$ cat src/rtl/dac_spi_8bit_pkg.sv
// Shared synth package: FSM state type, MCP4921 command-nibble fields and
// 12 MHz clock defaults used by the DAC output stage and the oscillators.
package dac_spi_8bit_pkg;

    typedef enum logic [2:0] {
        ST_IDLE  = 3'd0,
        ST_SETUP = 3'd1,
        ST_SHIFT = 3'd2,
        ST_HOLD  = 3'd3,
        ST_LATCH = 3'd4
    } dac_state_t;

    // MCP4921 command nibble, MSB first: A/B select, BUF, GA_n, SHDN_n
    localparam logic MCP_SEL_CH_A   = 1'b0;
    localparam logic MCP_SEL_CH_B   = 1'b1;
    localparam logic MCP_VREF_UNBUF = 1'b0;
    localparam logic MCP_VREF_BUF   = 1'b1;
    localparam logic MCP_GAIN_2X    = 1'b0;
    localparam logic MCP_GAIN_1X    = 1'b1;
    localparam logic MCP_SHUTDOWN   = 1'b0;
    localparam logic MCP_ACTIVE     = 1'b1;

    localparam logic [3:0] MCP_CFG_DEFAULT =
        {MCP_SEL_CH_A, MCP_VREF_UNBUF, MCP_GAIN_1X, MCP_ACTIVE};

    localparam int unsigned DEF_CLK_DIV    = 2;
    localparam int unsigned DEF_SAMPLE_DIV = 272;

    localparam int unsigned FRAME_BITS = 16;

    // The 8-bit sample is left-justified into the DAC's 12-bit code
    function automatic logic [FRAME_BITS-1:0] build_frame(
        input logic [3:0] cfg,
        input logic [7:0] smp
    );
        return {cfg, smp, 4'b0000};
    endfunction

endpackage

$ cat src/rtl/dac_spi_8bit_sample_rate_div.sv
// Parameterised wrap counter producing a one-cycle tick every DIV clocks;
// shared between the DAC output stage and the oscillator stages.
module sample_rate_div #(
    parameter int unsigned DIV = 272
) (
    input  logic i_clk,
    input  logic i_rst,
    output logic o_tick
);

    localparam int unsigned CW = (DIV > 1) ? $clog2(DIV) : 1;

    logic [CW-1:0] r_count;
    logic          w_wrap;

    assign w_wrap = (r_count == CW'(DIV - 1));

    always_ff @(posedge i_clk) begin
        if (i_rst) begin
            r_count <= '0;
        end else if (w_wrap) begin
            r_count <= '0;
        end else begin
            r_count <= r_count + 1'b1;
        end
    end

    assign o_tick = w_wrap;

endmodule

$ cat src/rtl/dac_spi_8bit.sv
// Audio output stage: samples the oscillator word at a fixed rate and writes
// it to an MCP4921-class DAC over SPI mode 0, then strobes LDAC.
module dac_spi_8bit
    import dac_spi_8bit_pkg::*;
#(
    parameter int unsigned CLK_DIV    = DEF_CLK_DIV,
    parameter int unsigned SAMPLE_DIV = DEF_SAMPLE_DIV,
    parameter logic [3:0]  CFG_BITS   = MCP_CFG_DEFAULT
) (
    input  logic       clk12MHz,
    input  logic       rst,
    input  logic [7:0] sample,
    output logic       dac_cs_n,
    output logic       dac_sclk,
    output logic       dac_mosi,
    output logic       dac_ldac_n,
    output logic       busy,
    output logic       frame_done,
    output logic       overrun
);

    localparam int unsigned HCW = (CLK_DIV > 1) ? $clog2(CLK_DIV) : 1;

    dac_state_t            r_state;
    dac_state_t            w_state_next;
    logic [HCW-1:0]        r_hc;
    logic [HCW-1:0]        w_hc_next;
    logic                  r_phase;
    logic                  w_phase_next;
    logic [3:0]            r_bit;
    logic [3:0]            w_bit_next;
    logic [FRAME_BITS-1:0] r_shift;
    logic [FRAME_BITS-1:0] w_frame;

    logic w_tick;
    logic w_hc_last;
    logic w_accept;
    logic w_fall;

    logic r_cs_n;
    logic r_sclk;
    logic r_ldac_n;
    logic r_busy;
    logic r_frame_done;
    logic r_overrun;
    logic w_cs_n_next;
    logic w_sclk_next;
    logic w_ldac_n_next;
    logic w_done_next;

    sample_rate_div #(
        .DIV (SAMPLE_DIV)
    ) u_rate_div (
        .i_clk  (clk12MHz),
        .i_rst  (rst),
        .o_tick (w_tick)
    );

    assign w_hc_last = (r_hc == HCW'(CLK_DIV - 1));
    assign w_accept  = (r_state == ST_IDLE) && w_tick;
    assign w_fall    = (r_state == ST_SHIFT) && r_phase && w_hc_last;
    assign w_frame   = build_frame(CFG_BITS, sample);

    always_ff @(posedge clk12MHz) begin
        if (rst) begin
            r_state <= ST_IDLE;
            r_hc    <= '0;
            r_phase <= 1'b0;
            r_bit   <= '0;
        end else begin
            r_state <= w_state_next;
            r_hc    <= w_hc_next;
            r_phase <= w_phase_next;
            r_bit   <= w_bit_next;
        end
    end

    // Every timed state lasts CLK_DIV cycles; SHIFT alternates low/high phases
    always_comb begin
        w_state_next = r_state;
        w_hc_next    = '0;
        w_phase_next = r_phase;
        w_bit_next   = r_bit;
        if (r_state != ST_IDLE && !w_hc_last) begin
            w_hc_next = r_hc + 1'b1;
        end
        case (r_state)
            ST_IDLE: begin
                if (w_tick) begin
                    w_state_next = ST_SETUP;
                end
            end
            ST_SETUP: begin
                if (w_hc_last) begin
                    w_state_next = ST_SHIFT;
                    w_phase_next = 1'b0;
                    w_bit_next   = '0;
                end
            end
            ST_SHIFT: begin
                if (w_hc_last) begin
                    if (!r_phase) begin
                        w_phase_next = 1'b1;
                    end else begin
                        w_phase_next = 1'b0;
                        if (r_bit == 4'd15) begin
                            w_state_next = ST_HOLD;
                        end else begin
                            w_bit_next = r_bit + 4'd1;
                        end
                    end
                end
            end
            ST_HOLD: begin
                if (w_hc_last) begin
                    w_state_next = ST_LATCH;
                end
            end
            ST_LATCH: begin
                if (w_hc_last) begin
                    w_state_next = ST_IDLE;
                end
            end
            default: begin
                w_state_next = ST_IDLE;
            end
        endcase
    end

    // Outputs are decoded from the next state so the pins switch with it
    always_comb begin
        w_cs_n_next   = 1'b1;
        w_sclk_next   = 1'b0;
        w_ldac_n_next = 1'b1;
        w_done_next   = (r_state == ST_LATCH) && w_hc_last;
        case (w_state_next)
            ST_SETUP, ST_HOLD: begin
                w_cs_n_next = 1'b0;
            end
            ST_SHIFT: begin
                w_cs_n_next = 1'b0;
                w_sclk_next = w_phase_next;
            end
            ST_LATCH: begin
                w_ldac_n_next = 1'b0;
            end
            default: begin
                w_cs_n_next = 1'b1;
            end
        endcase
    end

    always_ff @(posedge clk12MHz) begin
        if (rst) begin
            r_cs_n       <= 1'b1;
            r_sclk       <= 1'b0;
            r_ldac_n     <= 1'b1;
            r_busy       <= 1'b0;
            r_frame_done <= 1'b0;
            r_overrun    <= 1'b0;
        end else begin
            r_cs_n       <= w_cs_n_next;
            r_sclk       <= w_sclk_next;
            r_ldac_n     <= w_ldac_n_next;
            r_busy       <= (w_state_next != ST_IDLE);
            r_frame_done <= w_done_next;
            r_overrun    <= r_overrun | (w_tick && (r_state != ST_IDLE));
        end
    end

    // MOSI is the shifter MSB; zeros shift in so the line idles low afterwards
    always_ff @(posedge clk12MHz) begin
        if (rst) begin
            r_shift <= '0;
        end else if (w_accept) begin
            r_shift <= w_frame;
        end else if (w_fall) begin
            r_shift <= {r_shift[FRAME_BITS-2:0], 1'b0};
        end
    end

    assign dac_cs_n   = r_cs_n;
    assign dac_sclk   = r_sclk;
    assign dac_mosi   = r_shift[FRAME_BITS-1];
    assign dac_ldac_n = r_ldac_n;
    assign busy       = r_busy;
    assign frame_done = r_frame_done;
    assign overrun    = r_overrun;

endmodule

$ cat config.mk
export PLATFORM = sky130hd
export DESIGN_NAME = dac_spi_8bit
export DESIGN_NICKNAME = d
export VERILOG_FILES = /design/src/rtl/dac_spi_8bit_pkg.sv /design/src/rtl/dac_spi_8bit_sample_rate_div.sv /design/src/rtl/dac_spi_8bit.sv
export SDC_FILE = /design/constraint.sdc
export NUM_CORES = 1
export LEC_CHECK = 0
export CORE_MARGIN = 4
export CORE_UTILIZATION = 40
export CTS_CLUSTER_SIZE = 16
export DETAILED_ROUTE_END_ITERATION = 10
export PLACE_DENSITY_LB_ADDON = 0.25
export SYNTH_ARGS = -nofsm -noshare
export SYNTH_HDL_FRONTEND = slang
export SYNTH_SLANG_ARGS = --single-unit
$ cat constraint.sdc
create_clock -name clk12MHz -period 2.28 [get_ports clk12MHz]
set_input_delay 0.57 -clock clk12MHz [delete_from_list [all_inputs] [get_ports clk12MHz]]
set_output_delay 0.57 -clock clk12MHz [all_outputs]
set_load 0.05 [all_outputs]
==> results of run 1 <==
==> cell usage after synthesis, types with 2 or more instances <==
cell | number | share of area (%)
nand3_1 | 9 | 2.8
and3_1 | 5 | 2.0
inv_1 | 5 | 1.2
xor2_1 | 4 | 2.2
nor2b_1 | 3 | 1.2
o21ai_0 | 3 | 0.94
nand2_1 | 25 | 5.9
nor3_1 | 7 | 2.2
a31oi_1 | 5 | 2.0
nor2_1 | 23 | 5.4
buf_2 | 5 | 1.6
mux2i_1 | 2 | 1.3
ha_1 | 3 | 2.3
or3_1 | 2 | 0.78
xnor2_1 | 4 | 2.2
a21oi_1 | 4 | 1.3
dfxtp_1 | 36 | 45
a311oi_2 | 7 | 6.6
clkbuf_1 | 2 | 0.47
==> worst max-delay path by stage <==
stage	from	endpoint	depth (start not counted)
after global routing	overrun$_SDFF_PP0_	overrun	1
final	overrun$_SDFF_PP0_	overrun	1
after floorplan	u_rate_div.r_count[0]$_SDFF_PP0_	busy$_SDFF_PP0_	6
after CTS	overrun$_SDFF_PP0_	overrun	1
after global placement	rst	u_rate_div.r_count[3]$_SDFF_PP0_	4
after detailed placement	rst	u_rate_div.r_count[6]$_SDFF_PP0_	4
==> per-layer routing <==
layer	up-vias	track usage, %
met2	27	19.9
met5	-	0
met1	596	14.9
met4	0	7.72
li1	650	-
met3	8	4.12
==> power groups by stage <==
stage                     Sequential [mW]  Combinational [mW]  Clock (mW)
after global placement              0.650              0.0354           0
after detailed placement            0.650              0.0367           0
after global routing                0.636              0.0400       0.505
final                               0.636              0.0365       0.462
after floorplan                     0.650              0.0169           0
after CTS                           0.636              0.0368       0.479
==> sequential cells by signal, summed over array words and instances (netlist names) <==
| signal | cells |
|---|---|
| busy | 1 |
| frame_done | 1 |
| r_shift | 12 |
| r_bit | 4 |
| overrun | 1 |
| u_rate_div.r_count | 9 |
| r_state | 3 |
| dac_cs_n | 1 |
| r_hc | 1 |
| r_phase | 1 |
| dac_ldac_n | 1 |
| dac_sclk | 1 |
==> area by class of cell <==
cell class	count	area, sq um	area share, %
clock inverter	1	7.51	0.399
sequential	36	721	38.3
tap	48	60.1	3.19
clock buffer	7	86.3	4.58
timing repair buffer	19	183	9.70
inverter	6	22.5	1.20
multi-input combinational	125	803	42.7
==> cell families after synthesis <==
group           share of synthesized area (%)
compound gates                           15.4
xor+xnor                                 4.38
fa+ha+maj                                2.35
buf+inv                                  4.62
flops                                    45.1
mux                                      1.25
simple gates                             26.9
==> summary.txt, run 1 <==
Route
  – Drt wl/cell: 12.4 microns
  – Final ANT Viol Nets: 0
  – Initial DRC Count: 43
  – WL met2: 1400 microns
  – Vias post-DR: 1,281
  – Routed wl met3: 138 microns
  – DRC: 0
  – WL met1: 1390 microns
  – Vias per cell: 5.29
  – Top routing layer used: met4
  – WL final: 3000 microns
  – Pre-antenna DRT Iters: 4

Synthesis
  – Synth warnings: 0
  – Number of enable flip-flop cells after synthesis: 0
  – Mapped Area: 0.00160 sq mm
  – Synth Net Count: 189
  – Post-Synthesis Cells: 176
  – Async S/R FF share, synth: 0%
  – Synth Flop Type: dfxtp_1
  – Seq cells post-synth: 36
  – Sequential share of the synthesized area: 45.1%
  – Unique masters post-synth: 41
  – Syn Area/Cell: 9.08 sq um

Worst setup path
  – CP max FO: 2
  – Delay-heaviest family, CP: buffers and inverters
  – Worst Path Arrival: 1.43 ns
  – FF-to-FF End: r_bit[3]$_SDFFE_PP0P_
  – Critical path endpoint category: output pin
  – Critical Path, Cell by Cell: clkdlybuf4s50_1
  – WS Path Type: register to output pin
  – Launch point of the worst reg-to-reg path: r_bit[0]$_SDFFE_PP0P_
  – Slowest CP cell: clkdlybuf4s50_1
  – R2R setup slack: 0.58 ns
  – Startpoint types: register
  – Crit-path max cell delay: 0.80 ns
  – Buf/Inv on CP: 1
  – CP required: 1.71 ns
  – R2R cell count: 5

Timing
  – Relative slew slack: 66.7%
  – Clock Skews: 0.00426 ns
  – Setup slack after layout: 0.276 ns
  – Peak Freq: 499 MHz
  – Total Neg Setup Slack: 0 ns
  – Endpoints failing setup: 0
  – Final period utilization: 87.9%
  – Slew @ Worst Pin: 0.498 ns
  – Fin. Hold Viols: 0
  – RSZ-0062 raised after global routing: false
  – Crit path time final: 2.00 ns
  – Hold slack: 0.444 ns
  – Fin. max-slew vios: 0

Pwr
  – Switch Pwr: 0.235 mW
  – Power, Total: 1.13 mW
  – Clock share of power: 40.7%
  – Reg power frac: 56.1%
  – Worst VDD drop: 0.459 mV
  – Leak: 0.658 nW
  – Switching Fraction: 20.7%
  – PwrDens: 602 mW/mm^2
  – Pint: 0.899 mW
  – Combinational share of power: 3.2%

Placement
  – DP HPWL: 2130 microns
  – Global placement routability congestion: 0.890
  – Dpl ws: 0.219 ns
  – IO buf count: 16
  – Cell Area, Placed: 0.00179 sq mm
  – Dpl cells: 234

Min path
  – Hold EP: u_rate_div.r_count[0]$_SDFF_PP0_
  – Hold Crit Start: u_rate_div.r_count[0]$_SDFF_PP0_
  – Hold Crit Class: register to register
  – Hold Path Depth: 1

Clocking
  – Cts bufs inserted: 5
  – # clock sinks: 36
  – CTS tree: built
  – Setup bufs post-CTS: 0
  – Root Buffer Master: clkbuf_8
  – Reg clk slew, reported paths: 0.07 ns
  – Worst-skew pair later-pin latency: 0.29 ns
  – H-tree lvl count: 2
  – Clk buf depth: 2
  – Post-CTS Resized: 0
  – Cts hold-fix bufs: 0

GRT
  – Largest net degree at the start of global routing: 19
  – Grt total ovfl: 0
  – Initial antenna violation count: 0
  – GRT Total Usage: 12.7%
  – First-pass GRT wire length: 5090 microns
  – Vias in the first global route: 1,181

Final layout
  – Final Instance Count excl. Fillers: 242
  – Inserted Diodes: 0
  – Area growth, synth to finish: 17.9%
  – Fillers: 351
  – Final Util: 49.9%
  – Share of layout cells above drive strength 1: 11.9%
  – Layout Nets: 206
  – Commonest non-fill, non-tap cell in the layout: dfxtp_1
  – Most frequent cells in the layout: dfxtp_1 (36), nand2_1 (25), nor2_1 (23)
  – Finished Cell Area: 0.00188 sq mm

Floorplan
  – Die area: 0.00507 sq mm
  – Core area: 0.00377 sq mm
  – I/O pins: 17
  – Die Ht: 71.2 microns
  – Die width: 71.2 microns
  – Starting Density: 42.4%
  – Row cnt: 22

Outcome
  – Status: finished clean

Run
  – Number of max-cap violations: 0
Note: power is estimated with default switching activity, not from simulation.
==> inputs of run 2 (changes only) <==
--- a/config.mk
+++ b/config.mk
@@ -13,3 +13,4 @@
 export SYNTH_ARGS = -nofsm -noshare
 export SYNTH_HDL_FRONTEND = slang
 export SYNTH_SLANG_ARGS = --single-unit
+export TNS_END_PERCENT = 1
==> results of run 2 <==
The final DEF is identical to that of run 1; final timing and power are the same.
==> inputs of run 3 (changes only) <==
--- a/config.mk
+++ b/config.mk
@@ -5,6 +5,7 @@
 export SDC_FILE = /design/constraint.sdc
 export NUM_CORES = 1
 export LEC_CHECK = 0
+export CAP_MARGIN = 10
 export CORE_MARGIN = 4
 export CORE_UTILIZATION = 40
 export CTS_CLUSTER_SIZE = 16
==> results of run 3 <==
The final DEF is identical to that of run 1; final timing and power are the same.
